<file path="src/rtl/seg7_pkg.sv">
// seg7_pkg: shared 7-segment constants (nibble width, dark word, code table) and nibble decode helper
package seg7_pkg;
  localparam int NIB_W = 4;
  localparam logic [7:0] SEG_OFF = 8'hFF;
  // seg[6:0] codes for hex 0..F, active-low, board segment order
  localparam logic [6:0] SEG_TBL [16] = '{
    7'b0001000, 7'b1101101, 7'b0100010, 7'b0100100,
    7'b1000101, 7'b0010100, 7'b0010000, 7'b0101101,
    7'b0000000, 7'b0000100, 7'b0000001, 7'b1010000,
    7'b0011010, 7'b1100000, 7'b0010010, 7'b0010011
  };
  function automatic logic [6:0] seg_code(input logic [NIB_W-1:0] nib);
    return SEG_TBL[nib];
  endfunction
endpackage

</file>
<file path="src/rtl/seg7_scan_driver_if.sv">
// seg7_scan_driver_if: datapath-side inputs (value/dots/digit_en/lz_blank/load) and pin-side outputs (seg/an/frame_done)
interface seg7_scan_driver_if #(parameter int DIGITS = 4);
  logic [4*DIGITS-1:0] value;
  logic [DIGITS-1:0] dots;
  logic [DIGITS-1:0] digit_en;
  logic lz_blank;
  logic load;
  logic [7:0] seg;
  logic [DIGITS-1:0] an;
  logic frame_done;
  modport master (output value, dots, digit_en, lz_blank, load, input seg, an, frame_done);
  modport slave (input value, dots, digit_en, lz_blank, load, output seg, an, frame_done);
endinterface

</file>
<file path="src/rtl/seg7_decode.sv">
// seg7_decode: nibble + dot + blank -> 8-bit segment word (seg[7] = dot), polarity set by SEG_ACT_LOW
module seg7_decode
  import seg7_pkg::*;
#(
  parameter bit SEG_ACT_LOW = 1'b1
) (
  input  logic [NIB_W-1:0] nib,
  input  logic             dot,
  input  logic             blank,
  output logic [7:0]       seg
);
  always_comb seg = {~dot, blank ? 7'h7F : seg_code(nib)} ^ {8{~SEG_ACT_LOW}};
endmodule

</file>
<file path="src/rtl/seg7_scan_driver.sv">
// seg7_scan_driver: time-multiplexed DIGITS-digit 7-segment driver with frame-synchronous update
// Ports: clk, rst_n (async active-low); bus.slave carries value/dots/digit_en/lz_blank/load in,
// seg (seg[7] = dot), an (one-hot when lit) and frame_done (pulse as the last slot ends) out.
module seg7_scan_driver
  import seg7_pkg::*;
#(
  parameter int DIGITS = 4,
  parameter int DIV = 50000,
  parameter int BLANK = 2,
  parameter bit SEG_ACT_LOW = 1'b1,
  parameter bit AN_ACT_LOW = 1'b1
) (
  input logic clk,
  input logic rst_n,
  seg7_scan_driver_if.slave bus
);
  localparam int PW = $clog2(DIV);
  localparam int IW = $clog2(DIGITS);
  localparam logic [7:0] SEG_DARK = SEG_ACT_LOW ? SEG_OFF : ~SEG_OFF;
  localparam logic [DIGITS-1:0] AN_DARK = AN_ACT_LOW ? '1 : '0;
  typedef logic [DIGITS-1:0][NIB_W-1:0] nibs_t;
  logic [PW-1:0] presc_q, presc_d;
  logic [IW-1:0] idx_q, idx_d;
  nibs_t stg_val_q, stg_val_d, shd_val_q, shd_val_d;
  logic [DIGITS-1:0] stg_dot_q, stg_dot_d, stg_en_q, stg_en_d;
  logic [DIGITS-1:0] shd_dot_q, shd_dot_d, shd_en_q, shd_en_d;
  logic pend_q, pend_d;
  logic [7:0] seg_q, seg_d, seg_raw;
  logic [DIGITS-1:0] an_q, an_d, oh, sup;
  logic fd_q, fd_d;
  logic tick, wrap, commit, run;
  always_comb begin
    tick = presc_q == PW'(DIV - 1);
    wrap = tick && idx_q == IW'(DIGITS - 1);
    presc_d = tick ? '0 : presc_q + 1'b1;
    idx_d = wrap ? '0 : tick ? idx_q + 1'b1 : idx_q;
    stg_val_d = bus.load ? bus.value : stg_val_q;
    stg_dot_d = bus.load ? bus.dots : stg_dot_q;
    stg_en_d = bus.load ? bus.digit_en : stg_en_q;
    // a load coinciding with the wrap commits straight through the staging mux
    commit = wrap && (pend_q || bus.load);
    pend_d = !wrap && (pend_q || bus.load);
    shd_val_d = commit ? stg_val_d : shd_val_q;
    shd_dot_d = commit ? stg_dot_d : shd_dot_q;
    shd_en_d = commit ? stg_en_d : shd_en_q;
    // walk from the top digit down; suppression stops at the first nonzero nibble
    run = 1'b1;
    sup = '0;
    for (int i = DIGITS - 1; i >= 0; i--) begin
      run = run && shd_val_q[i] == '0;
      sup[i] = run && bus.lz_blank && i != 0;
    end
    oh = DIGITS'(1) << idx_q;
    an_d = presc_q < PW'(BLANK) ? AN_DARK : AN_ACT_LOW ? ~oh : oh;
    seg_d = seg_raw;
    fd_d = wrap;
  end
  seg7_decode #(.SEG_ACT_LOW(SEG_ACT_LOW)) u_dec (
    .nib(shd_val_q[idx_q]),
    .dot(shd_dot_q[idx_q] & shd_en_q[idx_q]),
    .blank(sup[idx_q] | ~shd_en_q[idx_q]),
    .seg(seg_raw)
  );
  always_ff @(posedge clk or negedge rst_n) begin
    if (!rst_n) begin
      presc_q <= '0;
      idx_q <= '0;
      stg_val_q <= '0;
      stg_dot_q <= '0;
      stg_en_q <= '0;
      shd_val_q <= '0;
      shd_dot_q <= '0;
      shd_en_q <= '0;
      pend_q <= 1'b0;
      seg_q <= SEG_DARK;
      an_q <= AN_DARK;
      fd_q <= 1'b0;
    end else begin
      presc_q <= presc_d;
      idx_q <= idx_d;
      stg_val_q <= stg_val_d;
      stg_dot_q <= stg_dot_d;
      stg_en_q <= stg_en_d;
      shd_val_q <= shd_val_d;
      shd_dot_q <= shd_dot_d;
      shd_en_q <= shd_en_d;
      pend_q <= pend_d;
      seg_q <= seg_d;
      an_q <= an_d;
      fd_q <= fd_d;
    end
  end
  assign bus.seg = seg_q;
  assign bus.an = an_q;
  assign bus.frame_done = fd_q;
endmodule
</file>
<file path="src/flat_wrapper.sv">
// flat-port wrapper written by rule: the top's interface ports become plain ports
module seg7_scan_driver_flat import seg7_pkg::*;
#(
  parameter int DIGITS = 4,
  parameter int DIV = 50000,
  parameter int BLANK = 2,
  parameter bit SEG_ACT_LOW = 1'b1,
  parameter bit AN_ACT_LOW = 1'b1
)
  (clk, rst_n, bus_value, bus_dots, bus_digit_en, bus_lz_blank, bus_load, bus_seg, bus_an, bus_frame_done);
  seg7_scan_driver_if #(.DIGITS(DIGITS)) bus_i ();
  input logic clk;
  input logic rst_n;
  input wire logic [$bits(bus_i.value)-1:0] bus_value;
  input wire logic [$bits(bus_i.dots)-1:0] bus_dots;
  input wire logic [$bits(bus_i.digit_en)-1:0] bus_digit_en;
  input wire logic [$bits(bus_i.lz_blank)-1:0] bus_lz_blank;
  input wire logic [$bits(bus_i.load)-1:0] bus_load;
  output wire logic [$bits(bus_i.seg)-1:0] bus_seg;
  output wire logic [$bits(bus_i.an)-1:0] bus_an;
  output wire logic [$bits(bus_i.frame_done)-1:0] bus_frame_done;
  assign bus_i.value = bus_value;
  assign bus_i.dots = bus_dots;
  assign bus_i.digit_en = bus_digit_en;
  assign bus_i.lz_blank = bus_lz_blank;
  assign bus_i.load = bus_load;
  assign bus_seg = bus_i.seg;
  assign bus_an = bus_i.an;
  assign bus_frame_done = bus_i.frame_done;
  seg7_scan_driver #(.DIGITS(DIGITS), .DIV(DIV), .BLANK(BLANK), .SEG_ACT_LOW(SEG_ACT_LOW), .AN_ACT_LOW(AN_ACT_LOW)) u_core (.clk(clk), .rst_n(rst_n), .bus(bus_i));
endmodule
</file>
<file path="config.mk">
export PLATFORM = sky130hd
export DESIGN_NAME = seg7_scan_driver_flat
export DESIGN_NICKNAME = d
export VERILOG_FILES = /design/src/rtl/seg7_pkg.sv /design/src/rtl/seg7_scan_driver_if.sv /design/src/rtl/seg7_decode.sv /design/src/rtl/seg7_scan_driver.sv /design/src/flat_wrapper.sv
export SDC_FILE = /design/constraint.sdc
export NUM_CORES = 1
export LEC_CHECK = 0
export ABC_AREA = 1
export CAP_MARGIN = 20
export CORE_UTILIZATION = 57
export DETAILED_ROUTE_END_ITERATION = 7
export PLACE_DENSITY = 0.8
export SKIP_LAST_GASP = 1
export SYNTH_ARGS = -nofsm -noshare
export SYNTH_HDL_FRONTEND = slang
export SYNTH_SLANG_ARGS = --single-unit
export TNS_END_PERCENT = 100
</file>
<file path="constraint.sdc">
create_clock -name clk -period 2 [get_ports clk]
set_input_delay 0.2 -clock clk [delete_from_list [all_inputs] [get_ports clk]]
set_output_delay 0.2 -clock clk [all_outputs]
set_load 0.1 [all_outputs]
</file>
Word-level counts from Yosys, hierarchy flattened:

Memory sizes are Yosys's and may differ from the RTL's.
Index checks and enable logic that the tools add are counted.

* bits in read-only memories: 112
* word-level logic and storage cells: 65
* output and inout port bits: 13
* bits in registers: 80
* bits in latches: 0
* input port bits: 28
* memories kept: 1
* bits in writable memories: 0

Memory list
* (no name shown): depth 16, bits a word 7, rd ports 1, clocked after Yosys merged registers in 0, wr ports 0, RTL line seg7_pkg.sv:13 `return SEG_TBL[nib];`

* bitwise gates (word level): 6
* shift operators: 1
* $add $sub $neg: 2
* reductions and logical operators: 14
* $lt $le $gt $ge: 3
* divide/modulo/power cells: 0
* $mul: 0
* equality and inequality tests: 2
* mux-type cells: 18

Operators by type and width (count)
* $mux 16: 2
* $mux 7: 3
* $add 16x1->16 const B: 1
* $eq 16x16->1 const B: 1
* $lt 16x2->1 const B: 1
* $mux 4: 4
* $logic_not 4->1: 3
* $bmux 4 s2: 1
* $logic_and 1x1->1: 8
* $bmux 1 s2: 3
* $ge 5x5->1 const B: 1
* $not 4->5: 1
* $mux 2: 2
* $not 4->4: 1
* $shl 1x2->4 const A: 1
* $lt 2x3->1 const B: 1
* $mux 1: 3
* $add 2x1->2 const B: 1
* $eq 2x2->1 const B: 1
* $not 1->1: 2
* $reduce_bool 2->1: 1
* $and 1x1->1: 1
* $logic_not 1->1: 1
* $logic_or 1x1->1: 1
* $or 1x1->1: 1

Longest topological paths before layout:

Gate-level depths: netlist (run 1).

* depth in word-level cells: 8
* gate-level depth with buffers: 12
* depth with buffers taken out: 10

Modules after synthesis:

Synthesis (run 1) repeated with hierarchy kept, for this count alone.

* cell total of the unflattened synthesis: 471
* area total of the unflattened synthesis: 3930.0 um^2

By module, submodules not included
* seg7_scan_driver: instances 1, seq. area each 2016.9 um^2, area an instance 3632.2 um^2, cells each 419
* seg7_decode: instances 1, seq. area each 0.0 um^2, area an instance 297.8 um^2, cells each 52

Worst setup path before layout (run 1):

Ideal clock, no wire load.

* path kind: reg-to-reg
* start: register u_core.idx_q[0]
* end: register u_core.seg_q[5] (netlist: u_core.bus.seg[5])
* arrival time: 1.507 ns
* buffers on the path: 2
* slack: 0.413 ns
* cell stages (with the launch flop): 12
* cells stage by stage: dfrtp_1 > buf_4 > buf_2 > nand2_1 > nand3_1 > nand2_1 > inv_1 > ha_1 > nand2_1 > o21ai_0 > nand2_1 > nand2_1

* longest elaborated chain between the ends: 7
* elaborated cells on any way between the ends: 13
* classes of those cells: 9 x mux; 3 x bitwise; 1 x memory

RTL lines
* from (decl): RTL line seg7_scan_driver.sv:23 `logic [IW-1:0] idx_q, idx_d;`
* from (signal assigned): RTL line seg7_scan_driver.sv:80 `idx_q <= idx_d;`
* $bmux 4 s2: RTL line seg7_scan_driver.sv:59 `.nib(shd_val_q[idx_q]),`
* $mux 4 (not written as such): RTL line seg7_scan_driver.sv:59
* $not 4->5 (not written as such): RTL line seg7_pkg.sv:13
* $mem_v2 16x7
* $mux 7 (not written as such) (2 in series): RTL line seg7_pkg.sv:13
* $mux 7 (*): RTL line seg7_decode.sv:12 `always_comb seg = {~dot, blank ? 7'h7F : seg_code(nib)} ^ {8{~SEG_ACT_LOW}};`
* via u_core.seg_d[5]: RTL line seg7_scan_driver.sv:28 `logic [7:0] seg_q, seg_d, seg_raw;`
* to (signal assigned): RTL line seg7_scan_driver.sv:88 `seg_q <= seg_d;`
* to (decl): RTL line seg7_scan_driver.sv:28

Mark *: on every way through the listed nets, which the timed path passes. The rest lies on a longest branch. The select of a mux whose other input is x is not followed.
A chain may end at the register's enable or synchronous reset.

Worst setup path in the final report (run 1):

* start: register u_core.idx_q[1]
* end: register u_core.seg_q[0] (netlist: u_core.bus.seg[0])

The elaborated chain is that of the path after synthesis.

==> results of run 1 <==
-- synthesized netlist by cell type --
cell        n
nand2_1   205
dfrtp_1    68
nor2_1     44
inv_1      33
nand3_1    32
nand4_1    27
dfstp_2    12
o21ai_0    12
ha_1       10
buf_2       9
inv_2       7
nor3_1      6
xor2_1      6
buf_4       5
clkbuf_1    4
buf_6       3
nand2_2     3
nor4_1      2
or2_2       2
a21oi_1     1
buf_1       1
nand3_4     1
nor2_2      1
nor2_4      1
nor2_8      1
nor2b_2     1
o22ai_1     1
xnor2_1     1
-- how the worst min path moves through the flow --
stage / start / end / slack, ns / cells past startpoint
finish: rst_n / u_core.presc_q[11]$_DFF_PN0_ / 0.36 / 2
global route: rst_n / u_core.presc_q[0]$_DFF_PN0_ / 0.39 / 2
CTS: rst_n / u_core.bus.frame_done$_DFF_PN0_ / 0.37 / 2
detailed placement: rst_n / u_core.presc_q[11]$_DFF_PN0_ / 0.20 / 1
global placement: rst_n / u_core.presc_q[11]$_DFF_PN0_ / 0.19 / 1
floorplan: rst_n / u_core.bus.frame_done$_DFF_PN0_ / -0.1 / 0
-- cell type report --
type / instances / area share
timing repair buffer: 50 / 0.102
clock inverter: 5 / 0.0126
multi-input combinational: 357 / 0.362
clock buffer: 11 / 0.0287
sequential: 80 / 0.440
inverter: 40 / 0.0328
tap: 80 / 0.0218
-- state kept, by name, summed over array words and instances, names as in the netlist --
register               flops
u_core.stg_val_q          16
u_core.bus.an              4
u_core.shd_dot_q           4
u_core.bus.seg             8
u_core.presc_q            16
u_core.stg_en_q            4
u_core.bus.frame_done      1
u_core.shd_en_q            4
u_core.stg_dot_q           4
u_core.pend_q              1
u_core.idx_q               2
u_core.shd_val_q          16
-- stage by stage --
stage / setup slack (ns) / instances
finish: 0.293 / 623
global route: 0.0990 / 623
CTS: 0.222 / 623
detailed placement: 0.244 / 606
global placement: 0.279 / 606
floorplan: 0.413 / 499
-- what timing repair did --
item,in CTS,in global routing
hold buffers,1,0
endpoints found under the setup margin,0,2
endpoints found under the hold margin,31,0
setup buffers,0,0
gates resized for setup,0,1
-- logic make-up after synthesis --
| family | after synthesis | share of synthesized area |
|---|---|---|
| DFF | 80 | 0.509 |
| adders and majority gates | 10 | 0.0316 |
| AOI/OAI and AO/OA | 14 | 0.0180 |
| buffers and inverters | 62 | 0.0720 |
| xor gates and xnor gates | 7 | 0.0155 |
| and+or+nand+nor | 326 | 0.354 |
-- layer usage --
layer	part of all wire	routed length, um	vias to the layer above
li1	-	-	1650
met1	0.46	3790	1512
met2	0.46	3800	108
met3	0.053	433	15
met4	0.021	171	0
met5	0	0	-
-- worst max-delay path: cells and delay by family, from the launching register on --
family | cells | cell delay [ns]
flops | 1 | 0.50
fa+ha+maj | 1 | 0.24
simple gates | 6 | 0.63
buf+inv | 2 | 0.28
-- power by group through the flow --
stage          Combinational, mW  Sequential, mW  Clock [mW]
3_3_place_gp               0.162            1.70           0
3_5_place_dp               0.167            1.70           0
4_1_cts                    0.169            1.67        1.18
5_1_grt                    0.188            1.68        1.24
6_report                   0.167            1.67        1.15
2_1_floorplan             0.0602            1.70           0
==> flow_metrics.tcl, run 1 <==
set metrics [dict create \
    status "completed" \
    tritoncts "done" \
    r2r_cells 9 \
    synth_area_um2 3960 \
    p_seq_frac 0.560 \
    finish.utilization 0.679 \
    period_minus_slack_ns 1.71 \
    n_antenna_cell 0 \
    cts-root-buf "clkbuf_8" \
    place.gp.congestion 0.906 \
    met1_usage 0.344 \
    setup_viol 0 \
    yosysTopAreaCell "dfrtp_1" \
    h-tree-depth 3 \
    path_common_cell "nand2_1" \
    hold_viol 0 \
    fin_worst_skew_ns 0.00902 \
    top_usage_layer "met2" \
    ys_ff_latch 80 \
    timing.rr.end "u_core.bus.seg[0]$_DFF_PN1_" \
    critPathMaxFanout 12 \
    port_buffers 40 \
    swShare 0.226 \
    power_density_nw_per_um2 651 \
    worstSetupStartpointType "flop" \
    cts_sinks 80 \
    vias_per_cell 5.27 \
    layout_commonest_cell "nand2_1" \
    synth_nets 537 \
    comb_power_share 0.056 \
    grt_setup_unrepaired "false" \
    worst_pin_slew_ns 0.723 \
    grt_max_degree 40 \
    rrSetupSlack_ns 0.29 \
    antenna_found_initial 0 \
    finalCritPeriodShare 0.853 \
    fin_area_um2 4580 \
    cp_cell_sequence "inv_2 -> nand3_1 -> nand2_1 -> inv_1 -> ha_1 -> nand2_1 -> nand3_1 -> nand2_1 -> nand2_1" \
    coreArea_um2 6760 \
    rows 30 \
    fmax_mhz 586 \
    p_sw_uw 676 \
    num_vias 3285 \
    track_usage 0.253 \
    crit_path_end_kind "flop" \
    multiInputGateArea_um2 1660 \
    p_leak_nw 2.36 \
    drt-wirelength-per-cell_um 13.2 \
    path_clk_slew_ns 0.08 \
    layout_common_cells "nand2_1, dfrtp_1, nor2_1, inv_1, nand3_1" \
    die_x_um 85.4 \
    max_stage_delay_ns 0.50 \
    worst_path_max_delay_cell "dfrtp_2" \
    crit-reg2reg-launch "u_core.idx_q[1]$_DFFE_PN0P_" \
    crit_path_end "u_core.bus.seg[0]$_DFF_PN1_" \
    holdWs_ns 0.361 \
    drc 0 \
    drv_cap 0 \
    synthCells 499 \
    area_growth_pct 15.7 \
    synth_area_leaders "dfrtp_1, nand2_1, dfstp_2" \
    critical_path_required_ns 2.28 \
    io_pins 41 \
    crit_start "u_core.idx_q[1]$_DFFE_PN0P_" \
    internal_power_mw 2.31 \
    worstSkewPairLatency_ns 0.35 \
    met2_usage 0.399 \
    clkPwrFrac 0.384 \
    crit_arrival_ns 1.98 \
    regArea_um2 2020 \
    dpl_cell_area_um2 4380 \
    max_slew_margin 0.518 \
    synth_top_area_share 0.430 \
    cts_made_buffers 9 \
    grt_pass1_wl_mm 14.4 \
    drtAntennaViolNets 0 \
    power_mw 2.99 \
    avgSynthCellArea_um2 7.94 \
    setup-tns-final_ns 0 \
    grt_overflow 0 \
    nets 576 \
    clockBufferDepth 2 \
    path_class "flop to flop" \
    start_util 0.586 \
    synth_cell_types 28 \
    drtIter0Drc 172 \
    die_height_um 85.4 \
    drv_slew 0 \
    fp.dieArea_um2 7290 \
    seq_area_frac_synth 0.509 \
    dr.pass1.iters 6 \
    gr-usage-met3 0.0506 \
    hp-class "input pin to async pin" \
    drive_above_1_share 0.123 \
    nFillCells 577 \
    grt_pass1_vias 3140 \
    dp.final_hpwl_mm 5.84 \
    worst_ir_drop_vdd_uv 687 \
    yosysWarningCount 0 \
    routed_wl_mm 8.20 \
]
Power figures use the tool's default switching activity.
==> run 2, diff against run 1 <==
- CORE_UTILIZATION: 57 -> 51
- GPL_TIMING_DRIVEN: not set -> 0
- PLACE_DENSITY: 0.8 -> 0.76
- clock period: 2 -> 1.48 ns (I/O delays scaled with it)
==> flow_metrics.tcl, run 2 (same netlist as run 1, synthesis figures left out) <==
set metrics [dict create \
    status "finished, violations left" \
    power_density_nw_per_um2 778 \
    fin_worst_skew_ns 0.0184 \
    violations "negative setup slack" \
    vias_per_cell 5.12 \
    critical_path_required_ns 1.76 \
    path_clk_slew_ns 0.09 \
    layout_common_cells "nand2_1, dfrtp_1, nor2_1, nand2_2" \
    max_slew_margin 0.642 \
    die_height_um 90.1 \
    power_mw 4.17 \
    nets 622 \
    hold_viol 0 \
    crit_path_end_kind "flop" \
    fmax_mhz 648 \
    finalCritPeriodShare 1.04 \
    worstSkewPairLatency_ns 0.36 \
    critPathMaxFanout 8 \
    worst_ir_drop_vdd_uv 582 \
    track_usage 0.247 \
    dr.pass1.iters 5 \
    drtAntennaViolNets 0 \
    start_util 0.538 \
    routed_wl_mm 9.74 \
    top_regs "u_core.presc_q: 16 flops, u_core.shd_val_q: 16 flops, u_core.stg_val_q: 16 flops" \
    drive_above_1_share 0.313 \
    place.gp.congestion 0.893 \
    grt_pass1_vias 3369 \
    h-tree-depth 3 \
    final_cells 687 \
    grt_max_degree 59 \
    dpl_cell_area_um2 4520 \
    p_leak_nw 2.77 \
    rows 31 \
    grt_overflow 0 \
    rrSetupSlack_ns -0.06 \
    path_class "flop to flop" \
    period_minus_slack_ns 1.54 \
    antenna_found_initial 0 \
    area_growth_pct 35.5 \
    cts_made_buffers 9 \
    port_buffers 39 \
    crit_arrival_ns 1.82 \
    cts_sinks 80 \
    die_x_um 90.1 \
    drtIter0Drc 193 \
    worst_slack_ns -0.0634 \
    worstSetupStartpointType "flop" \
    fp.dieArea_um2 8120 \
    tritoncts "done" \
    layout_commonest_cell "nand2_1" \
    drv_slew 0 \
    fin_area_um2 5370 \
    dp.cells 638 \
    coreArea_um2 7370 \
    grt_setup_unrepaired "true" \
    setup-tns-final_ns -0.776 \
    setup_viol 30 \
    grt_pass1_wl_mm 15.9 \
    n_antenna_cell 0 \
    hp-class "input pin to flop" \
    clockBufferDepth 2 \
    worst_pin_slew_ns 0.540 \
    drv_cap 0 \
    dp.final_hpwl_mm 6.18 \
    drc 0 \
    io_pins 41 \
    drt-wirelength-per-cell_um 14.2 \
    finish.utilization 0.728 \
    cts-root-buf "clkbuf_8" \
    num_vias 3517 \
]
-- run 2: cell count changes in the layout (fill, tap and decap cells not counted), moves of 9 or more --
cell | previous run | this run
nand2_4 | 0 | 15
nand3_2 | 0 | 11
buf_4 | 21 | 32
nand2_1 | 205 | 160
nand2_2 | 3 | 33
buf_6 | 0 | 9
nand3_1 | 32 | 18
buf_2 | 0 | 18
-- run 2: final timing paths --
path | depth (start not counted) | start | to
hold reg to reg | 2 | u_core.stg_val_q[10]$_DFF_PN0_ | u_core.stg_val_q[10]$_DFF_PN0_
hold / removal | 3 | bus_load | u_core.stg_val_q[15]$_DFF_PN0_
setup reg to reg | 11 | u_core.idx_q[0]$_DFFE_PN0P_ | u_core.bus.seg[0]$_DFF_PN1_
max in group asynchronous | 3 | rst_n | u_core.bus.an[3]$_DFF_PN1_
min in group asynchronous | 2 | rst_n | u_core.presc_q[13]$_DFF_PN0_
setup / recovery | 11 | u_core.idx_q[0]$_DFFE_PN0P_ | u_core.bus.seg[0]$_DFF_PN1_
-- run 2: stage by stage --
step / worst slack, ns / hold slack, ns
after global placement: -2.46 / 0.452
final: -0.0634 / 0.113
after floorplan: 0.000284 / -0.148
after detailed placement: -0.297 / 0.0628
after global routing: -0.199 / 0.108
after CTS: -0.110 / 0.104
-- run 2: worst max-delay path, cell delays in order, from the launching register on --
cell and delay, ns:
dfrtp_1 0.40, buf_6 0.14, buf_8 0.14, nand2_4 0.08, nand3_4 0.11, nand2_8 0.12
inv_4 0.06, ha_4 0.16, nand2_4 0.07, nand3_2 0.06, nand2_1 0.06, nand2_1 0.06
-- run 2: layer usage --
layer,vias up,wire length (um),GRT usage,share of wire
met5,-,0,0,0
met4,0,242,0.0766,0.025
met3,26,497,0.0643,0.051
met2,125,4830,0.408,0.50
met1,1613,4160,0.319,0.43
li1,1753,-,-,-
-- run 2: final cells by class --
cell class                 instances  area, um2
multi-input combinational        358       2070
sequential                        80       2020
fill                             544       2000
timing repair buffer              74        629
buffer                            21        160
inverter                          40        160
clock buffer                      11        151
tap                               99        124
clock inverter                     4       52.6
-- run 2: power breakdown --
group	total (mW)	internal [mW]	switching [mW]
combinational	0.226	0.0996	0.127
sequential	2.26	2.24	0.0163
clock	1.69	0.869	0.820
total	4.17	3.21	0.963
-- run 2: repair_timing --
item | CTS | global route
setup buffers | 20 | 9
hold buffers | 1 | 0
cloned | 3 | 2
gates resized for setup | 146 | 39
pin swaps | 21 | 21
setup endpoints to repair | 52 | 43
hold endpoints to repair | 22 | 0
